[src/rtl/uart_rx_fifo.sv]
// Byte FIFO behind a UART receiver: Rx_VALID rising edges enqueue, rd_en pops with 1-cycle latency.
// A write while full is dropped (sticky overflow) unless a read frees a slot in the same cycle.
module uart_rx_fifo #(
   parameter int DEPTH = 8
) (
   input  logic       clk,
   input  logic       reset,
   input  logic [7:0] Rx_DATA,
   input  logic       Rx_VALID,
   input  logic       Rx_FERROR,
   input  logic       Rx_PERROR,
   input  logic       rd_en,
   input  logic       clr_err,
   output logic [7:0] rd_data,
   output logic       rd_valid,
   output logic       empty,
   output logic       full,
   output logic [4:0] count,
   output logic       overflow,
   output logic [7:0] ferr_count,
   output logic [7:0] perr_count
);

   localparam int AW = (DEPTH > 1) ? $clog2(DEPTH) : 1;

   logic [7:0]    mem_q [DEPTH];
   logic [7:0]    mem_d [DEPTH];
   logic [AW-1:0] wr_ptr_q, wr_ptr_d;
   logic [AW-1:0] rd_ptr_q, rd_ptr_d;
   logic [4:0]    count_q, count_d;
   logic [7:0]    rd_data_q, rd_data_d;
   logic          rd_valid_q, rd_valid_d;
   logic          overflow_q, overflow_d;
   logic [7:0]    ferr_cnt_q, ferr_cnt_d;
   logic [7:0]    perr_cnt_q, perr_cnt_d;
   logic          rx_vld_q, rx_vld_d;
   logic          ferr_q, ferr_d;
   logic          perr_q, perr_d;

   logic wr_evt, rd_acc, wr_acc, is_full, is_empty;

   assign is_empty = (count_q == 5'd0);
   assign is_full  = (count_q == 5'(DEPTH));
   assign wr_evt   = Rx_VALID & ~rx_vld_q;
   assign rd_acc   = rd_en & ~is_empty;
   // A same-cycle read frees the slot the full-FIFO write lands in.
   assign wr_acc   = wr_evt & (~is_full | rd_acc);

   always_comb begin
      mem_d      = mem_q;
      wr_ptr_d   = wr_ptr_q;
      rd_ptr_d   = rd_ptr_q;
      count_d    = count_q;
      rd_data_d  = rd_data_q;
      rd_valid_d = rd_acc;
      overflow_d = overflow_q;
      ferr_cnt_d = ferr_cnt_q;
      perr_cnt_d = perr_cnt_q;
      rx_vld_d   = Rx_VALID;
      ferr_d     = Rx_FERROR;
      perr_d     = Rx_PERROR;

      if (rd_acc) begin
         rd_data_d = mem_q[rd_ptr_q];
         rd_ptr_d  = rd_ptr_q + AW'(1);
      end
      if (wr_acc) begin
         mem_d[wr_ptr_q] = Rx_DATA;
         wr_ptr_d        = wr_ptr_q + AW'(1);
      end
      case ({wr_acc, rd_acc})
         2'b10:   count_d = count_q + 5'd1;
         2'b01:   count_d = count_q - 5'd1;
         default: count_d = count_q;
      endcase

      if (wr_evt && !wr_acc) overflow_d = 1'b1;
      if (Rx_FERROR && !ferr_q && ferr_cnt_q != 8'hFF) ferr_cnt_d = ferr_cnt_q + 8'd1;
      if (Rx_PERROR && !perr_q && perr_cnt_q != 8'hFF) perr_cnt_d = perr_cnt_q + 8'd1;
      // Clear has priority over any same-cycle error or overflow event.
      if (clr_err) begin
         overflow_d = 1'b0;
         ferr_cnt_d = 8'd0;
         perr_cnt_d = 8'd0;
      end
   end

   always_ff @(posedge clk or negedge reset) begin
      if (!reset) begin
         mem_q      <= '{default: 8'h00};
         wr_ptr_q   <= '0;
         rd_ptr_q   <= '0;
         count_q    <= 5'd0;
         rd_data_q  <= 8'h00;
         rd_valid_q <= 1'b0;
         overflow_q <= 1'b0;
         ferr_cnt_q <= 8'd0;
         perr_cnt_q <= 8'd0;
         rx_vld_q   <= 1'b0;
         ferr_q     <= 1'b0;
         perr_q     <= 1'b0;
      end else begin
         mem_q      <= mem_d;
         wr_ptr_q   <= wr_ptr_d;
         rd_ptr_q   <= rd_ptr_d;
         count_q    <= count_d;
         rd_data_q  <= rd_data_d;
         rd_valid_q <= rd_valid_d;
         overflow_q <= overflow_d;
         ferr_cnt_q <= ferr_cnt_d;
         perr_cnt_q <= perr_cnt_d;
         rx_vld_q   <= rx_vld_d;
         ferr_q     <= ferr_d;
         perr_q     <= perr_d;
      end
   end

   assign rd_data    = rd_data_q;
   assign rd_valid   = rd_valid_q;
   assign empty      = is_empty;
   assign full       = is_full;
   assign count      = count_q;
   assign overflow   = overflow_q;
   assign ferr_count = ferr_cnt_q;
   assign perr_count = perr_cnt_q;

endmodule

[config.mk]
export PLATFORM = sky130hd
export DESIGN_NAME = uart_rx_fifo
export DESIGN_NICKNAME = d
export VERILOG_FILES = /design/src/rtl/uart_rx_fifo.sv
export SDC_FILE = /design/constraint.sdc
export NUM_CORES = 1
export LEC_CHECK = 0
export ABC_CLOCK_PERIOD_IN_PS = 4059
export BUFFER_PORTS_ARGS = -buffer_cell sky130_fd_sc_hd__buf_2
export CAP_MARGIN = 10
export CORE_UTILIZATION = 25
export DETAILED_ROUTE_END_ITERATION = 12
export GPL_TIMING_DRIVEN = 0
export PLACE_DENSITY = 0.41
export SLEW_MARGIN = 40
export SYNTH_ARGS = -nofsm -noshare
export SYNTH_HDL_FRONTEND = slang
export SYNTH_SLANG_ARGS = --single-unit
[constraint.sdc]
create_clock -name clk -period 4.06 [get_ports clk]
set_clock_uncertainty 0.05 [all_clocks]
set_input_delay 0.203 -clock clk [delete_from_list [all_inputs] [get_ports clk]]
set_output_delay 0.203 -clock clk [all_outputs]
set_load 0.01 [all_outputs]
==> summary.md, run 1 <==
| Metric | Value |
|---|---|
| Status | complete, no violations |
| Total gr overflow | 0 |
| Final Cycle Share | 86.34% |
| I/O Buffers | 46 |
| Slew HR | 45.38% |
| Critical Path Sink Type | flop |
| Final count of negative-setup-slack endpoints | 0 |
| Post-route DRC | 0 |
| Drt total wl | 10800 microns |
| Die X-Extent | 140.9 microns |
| Max Fclk | 285.3 MHz |
| Top cells by count, synth | 104 x dfrtp_1, 65 x mux2_2, 21 x nand2_1, 16 x mux4_2, 15 x o21ai_0 |
| Final Cell Area | 0.005763 sq mm |
| Routed WL per cell | 15.82 microns |
| Drt first pass iters | 4 |
| Clock transition at path regs | 0.07 ns |
| Final Hold Violating Endpoints | 0 |
| IO Count | 48 |
| CTS tree | done |
| Unrepaired setup endpoints after global routing | no |
| WP data arrival | 3.66 ns |
| Area Growth Syn to Fin | 19.54% |
| Vias | 3028 |
| Number of fill cells | 1909 |
| Clk sinks | 104 |
| Die height | 140.9 microns |
| Post-synth cell types | 43 |
| #FFs+latches synth | 104 |
| Std-Cell Rows | 50 |
| CP max FO | 10 |
| Dominant cells by area after synthesis | dfrtp_1 54%, mux2_2 15%, mux4_2 7.5%, mux2i_1 2.3%, ha_1 2.1% |
| Worst skew pair latency | 0.35 ns |
| Startpoint types | flop |
| Cell type contributing the most total cell area after synthesis | dfrtp_1 |
| Seq/Total Area, Yosys | 53.98% |
| YS warnings | 0 |
| Mapped cell area | 0.004821 sq mm |
| EDFF count, synth | 0 |
| Top FF cell, synth | dfrtp_1 |
| First-pass GRT wire length | 17950 microns |
| FF-to-FF setup slack | 0.55 ns |
| Storage element area | 0.002603 sq mm |
| Die footprint | 0.01984 sq mm |
| Fraction of layout cells with a size suffix above 1 | 37.12% |
| Total leakage power | 2.497 nW |
| Final Total Pwr | 3.828 mW |
| Slew @ Worst Pin | 0.8192 ns |
| PD cells | 664.3 mW/mm^2 |
| Post-CTS setup buffers | 0 |
| Slew Limit Fails | 0 |
| Multi-input logic area | 0.002137 sq mm |
| Worst endpoint required time | 4.21 ns |
| Period minus WS final | 3.505 ns |
| Routability cong. | 0.7688 |
| Synth Area per Inst | 13.58 sq um |
| Vias per cell | 4.433 |
| Min Hold Slack | 0.1396 ns |
| Critical path class | flop to flop |
| H-tree depth | 3 |
| Layout Nets | 442 |
| Most frequent cell after synthesis | dfrtp_1 |
| Num CTS Buffers | 9 |
| Worst slack, placed | 0.5240 ns |
| Cells after synthesis | 355 |
| Core Box Area | 0.01883 sq mm |
| CTS max path bufs | 2 |
| Worst vdd ir | 0.0002080 V |
| Post-synth top area share | 53.98% |
| Net Count, Synth | 379 |
| Max-Cap Viols | 0 |
| Initial DRC count | 122 |
| Worst hold path class | primary input to flop |
| Setup TNS | 0 ns |
| Inserted Diodes | 0 |
| GRT Util Overall | 12.06% |
| Vias in the first global route | 3156 |
| HPWL Detailed | 7320 microns |
| Fin worst setup slack | 0.5545 ns |
| Pin count of the biggest net entering global routing | 67 |
| Final ANT Viol Nets | 0 |
| Initial antenna violation count | 1 |
| DP Area | 0.005456 sq mm |
| Root Buffer Master | clkbuf_16 |
| Initial Utilization | 25.60% |
| Share of flip-flops with an asynchronous set or reset | 100.0% |
[layer usage]
metal	track usage (%)	wire [microns]
met2	18.96	5082
met4	3.432	120
met3	3.363	418
met1	16.21	5167
met5	0	13
[report_power, final]
group          total (mW)  switching (mW)  internal, mW
registers            1.67           0.231          1.44
clock network       0.802           0.386         0.416
logic                1.36           0.604         0.754
[layout make-up]
cell class,instances,share of cell area [%]
clock inverters,5,0.5862
clock buffers,11,4.038
inverters,8,0.5211
well taps,260,5.645
plain buffers,15,1.433
multi-input cells,228,37.08
repair buffers,52,5.536
flip-flops and latches,104,45.16
[timing repair]
| item | CTS | global route |
|---|---|---|
| resized for setup | 0 | 0 |
| hold buffers | 4 | 0 |
| hold endpoints to repair | 41 | 0 |
[logic make-up (layout without fill, tap and decap cells)]
logic type               count (synthesis)  in the layout  share of synthesized area [%]
adder cells (fa/ha/maj)                  9              9                          2.492
AO/OA/AOI/OAI                           41             41                          5.295
flip-flops                             104            104                          53.98
XOR/XNOR                                13             13                          2.362
multiplexers                            92             92                          24.94
AND/OR/NAND/NOR                         73             73                          8.590
buffers and inverters                   23             91                          2.336
[path summary, 6_finish.rpt]
path | startpoint | cells after the start | end
hold reg to reg | rd_data[5] | 2 | rd_data[5]
setup / recovery | count[0] | 9 | count[4]
setup reg to reg | count[0] | 9 | count[4]
hold / removal | Rx_DATA[1] | 2 | mem_q[57]
max in group asynchronous | reset | 3 | perr_count[1]
min in group asynchronous | reset | 2 | mem_q[40]
[cells in the final DEF (no fill, tap or decap), drive strengths merged, types with 5 or more instances in the layout]
cell / instances
a21oi: 8
buf: 57
clkbuf: 17
dfrtp: 104
ha: 8
inv: 8
mux2: 65
mux2i: 11
mux4: 16
nand2: 21
nand3: 5
nor2: 12
nor3: 6
o21ai: 16
xnor2: 5
xor2: 8
[sequential cells by signal, indices dropped and copies added, names as in the netlist]
signal / cells
count: 5
ferr_count: 8
ferr_q: 1
mem_q: 64
overflow: 1
perr_count: 8
perr_q: 1
rd_data: 8
rd_ptr_q: 3
rd_valid: 1
rx_vld_q: 1
wr_ptr_q: 3
[stage by stage]
stage          std cells  util (%)
2_1_floorplan        355         -
3_3_place_gp         661     28.55
3_5_place_dp         663     28.98
4_1_cts              683     30.60
5_1_grt              683     30.60
6_report             683     30.60
[worst max-delay path, cell delays in order (launching register included)]
cell      delay, ns
dfrtp_1        0.45
or4_4          0.60
o21ai_2        0.49
inv_1          0.23
ha_1           0.37
ha_1           0.36
nor2b_1        0.16
o21a_1         0.19
o311ai_0       0.30
o311ai_0       0.18
Power figures use the tool's default switching activity.
==> inputs of run 2 (changes only) <==
- ABC_CLOCK_PERIOD_IN_PS: 4059 -> 3200
- CTS_BUF_LIST: default -> sky130_fd_sc_hd__clkbuf_2
- PLACE_DENSITY: 0.41 -> 0.43
- clock period: 4.06 -> 3.2 ns (I/O delays scaled with it)
==> summary.md, run 2 (synthesis results as in run 1) <==
| Metric | Value |
|---|---|
| GRT Util Overall | 11.78% |
| Max reg flops | 64 |
| Most common cell after layout, fill and taps aside | dfrtp_1 |
| Final count of negative-setup-slack endpoints | 0 |
| Initial Utilization | 25.60% |
| HPWL Detailed | 7198 microns |
| Worst vdd ir | 0.0002082 V |
| Internal Dissipation | 2.979 mW |
| CTS max path bufs | 2 |
| Cell Count, Final, Fillers Out | 697 |
| Vias in the first global route | 3186 |
| Net Switching | 1.515 mW |
| CTS tree | done |
| CP max FO | 8 |
| Pin count of the biggest net entering global routing | 77 |
| Final core occ | 30.65% |
| First-pass GRT wire length | 17640 microns |
| Total gr overflow | 0 |
| Startpoint types | flop |
| Met1 usage | 15.32% |
| WP data arrival | 3.40 ns |
| Num CTS Buffers | 9 |
| Die height | 140.9 microns |
| Worst hold path class | primary input to flop |
| Vias | 3101 |
| Final Hold Violating Endpoints | 0 |
| Slew @ Worst Pin | 0.8215 ns |
| Commonest non-fill, non-tap cells in the layout | 103 x dfrtp_1, 65 x mux2_2, 48 x buf_2 |
| Inserted Diodes | 0 |
| Combinational Power Share | 39.1% |
| Slew HR | 45.23% |
| Die X-Extent | 140.9 microns |
| Inst Count DP | 663 |
| Clk sinks | 104 |
| H-tree depth | 3 |
| Worst skew pair latency | 0.60 ns |
| Most flop-heavy register | mem_q |
| Final ANT Viol Nets | 0 |
| Total leakage power | 2.503 nW |
| DP Area | 0.005453 sq mm |
| Clock network power share | 14.1% |
| Flop pwr share | 46.8% |
| Final Total Pwr | 4.494 mW |
| Root Buffer Master | clkbuf_2 |
| Final Cell Area | 0.005772 sq mm |
| Critical path class | flop to flop |
| Slew Limit Fails | 0 |
| Post-route DRC | 0 |
| Worst endpoint required time | 3.64 ns |
| Fraction of layout cells with a size suffix above 1 | 37.30% |
| Sw Share | 33.72% |
| Status | complete, no violations |
| Vias per cell | 4.449 |
| Final Cycle Share | 92.71% |
| Max Fclk | 337.1 MHz |
| Std-Cell Rows | 50 |
| Layout Nets | 456 |
| GR peak layer | met2 |
| FF-to-FF setup slack | 0.23 ns |
| Die footprint | 0.01984 sq mm |
| Drt total wl | 10760 microns |
| Initial antenna violation count | 0 |
| IO Count | 48 |
| I/O Buffers | 46 |
| Max-Cap Viols | 0 |
| Initial DRC count | 143 |
| Routability cong. | 0.7593 |
| Period minus WS final | 2.967 ns |
| Met3 usage | 3.567% |
| Core Box Area | 0.01883 sq mm |
| Routed WL per cell | 15.43 microns |
| GR Util met2 | 19.30% |
| PD cells | 778.6 mW/mm^2 |
| Critical Path Sink Type | flop |
| Area Growth Syn to Fin | 19.72% |
| Drt first pass iters | 4 |
| Clock transition at path regs | 0.26 ns |
| Unrepaired setup endpoints after global routing | no |
## run 2: worst paths after layout
kind / from / endpoint / cells past startpoint
max: count[0] / count[4] / 9
min: Rx_FERROR / ferr_q / 2
max reg2reg: count[0] / count[4] / 9
min reg2reg: rd_data[5] / rd_data[5] / 2
max in group asynchronous: reset / mem_q[48] / 4
min in group asynchronous: reset / wr_ptr_q[1] / 4
## run 2: timing repair
| item | in CTS | in global routing |
|---|---|---|
| setup buffers | 1 | 1 |
| setup endpoints to repair | 1 | 1 |
| hold buffers | 16 | 0 |
| gates resized for setup | 1 | 3 |
| endpoints found under the hold margin | 194 | 0 |
| pin swaps | 1 | 0 |
## run 2: routing by layer
metal	share of wire (%)	up-vias
li1	-	1460
met1	48	1580
met2	48	54
met3	3.7	7
met4	0.84	0
met5	0	-
## run 2: power by group through the flow
stage                     Sequential [mW]  Clock [mW]  Combinational, mW
after CTS                            2.10       0.674               1.78
after detailed placement             2.14           0               1.76
final                                2.11       0.632               1.76
after global routing                 2.18       0.729               1.95
after floorplan                      2.09           0               1.27
after global placement               2.10           0               1.70
## run 2: cell type report
type	count	area (sq um)
clock inverters	7	71.32
clock buffers	9	45.04
plain buffers	15	82.58
flip-flops and latches	104	2604
well taps	260	325.3
repair buffers	66	460.4
fillers	1952	13060
inverters	8	30.03
multi-input cells	228	2153
## run 2: critical path, cell delays in order, from the launching register on
cell      delay (ns)
dfrtp_2         0.51
or4_4           0.60
o21ai_4         0.17
inv_1           0.10
ha_2            0.25
ha_1            0.33
nor2b_1         0.16
o21a_1          0.19
o311ai_0        0.32
o311ai_0        0.19
## run 2: metrics by stage
| step | TNS [ns] | setup WS (ns) | hold WS, ns |
|---|---|---|---|
| global route | 0 | 0.05387 | 0.07491 |
| finish | 0 | 0.2333 | 0.1467 |
| floorplan | 0 | 0.1248 | -0.1856 |
| global placement | -1.054 | -0.6345 | 0.2322 |
| detailed placement | -0.2692 | -0.2692 | -0.01420 |
| CTS | 0 | 0.1340 | 0.06986 |
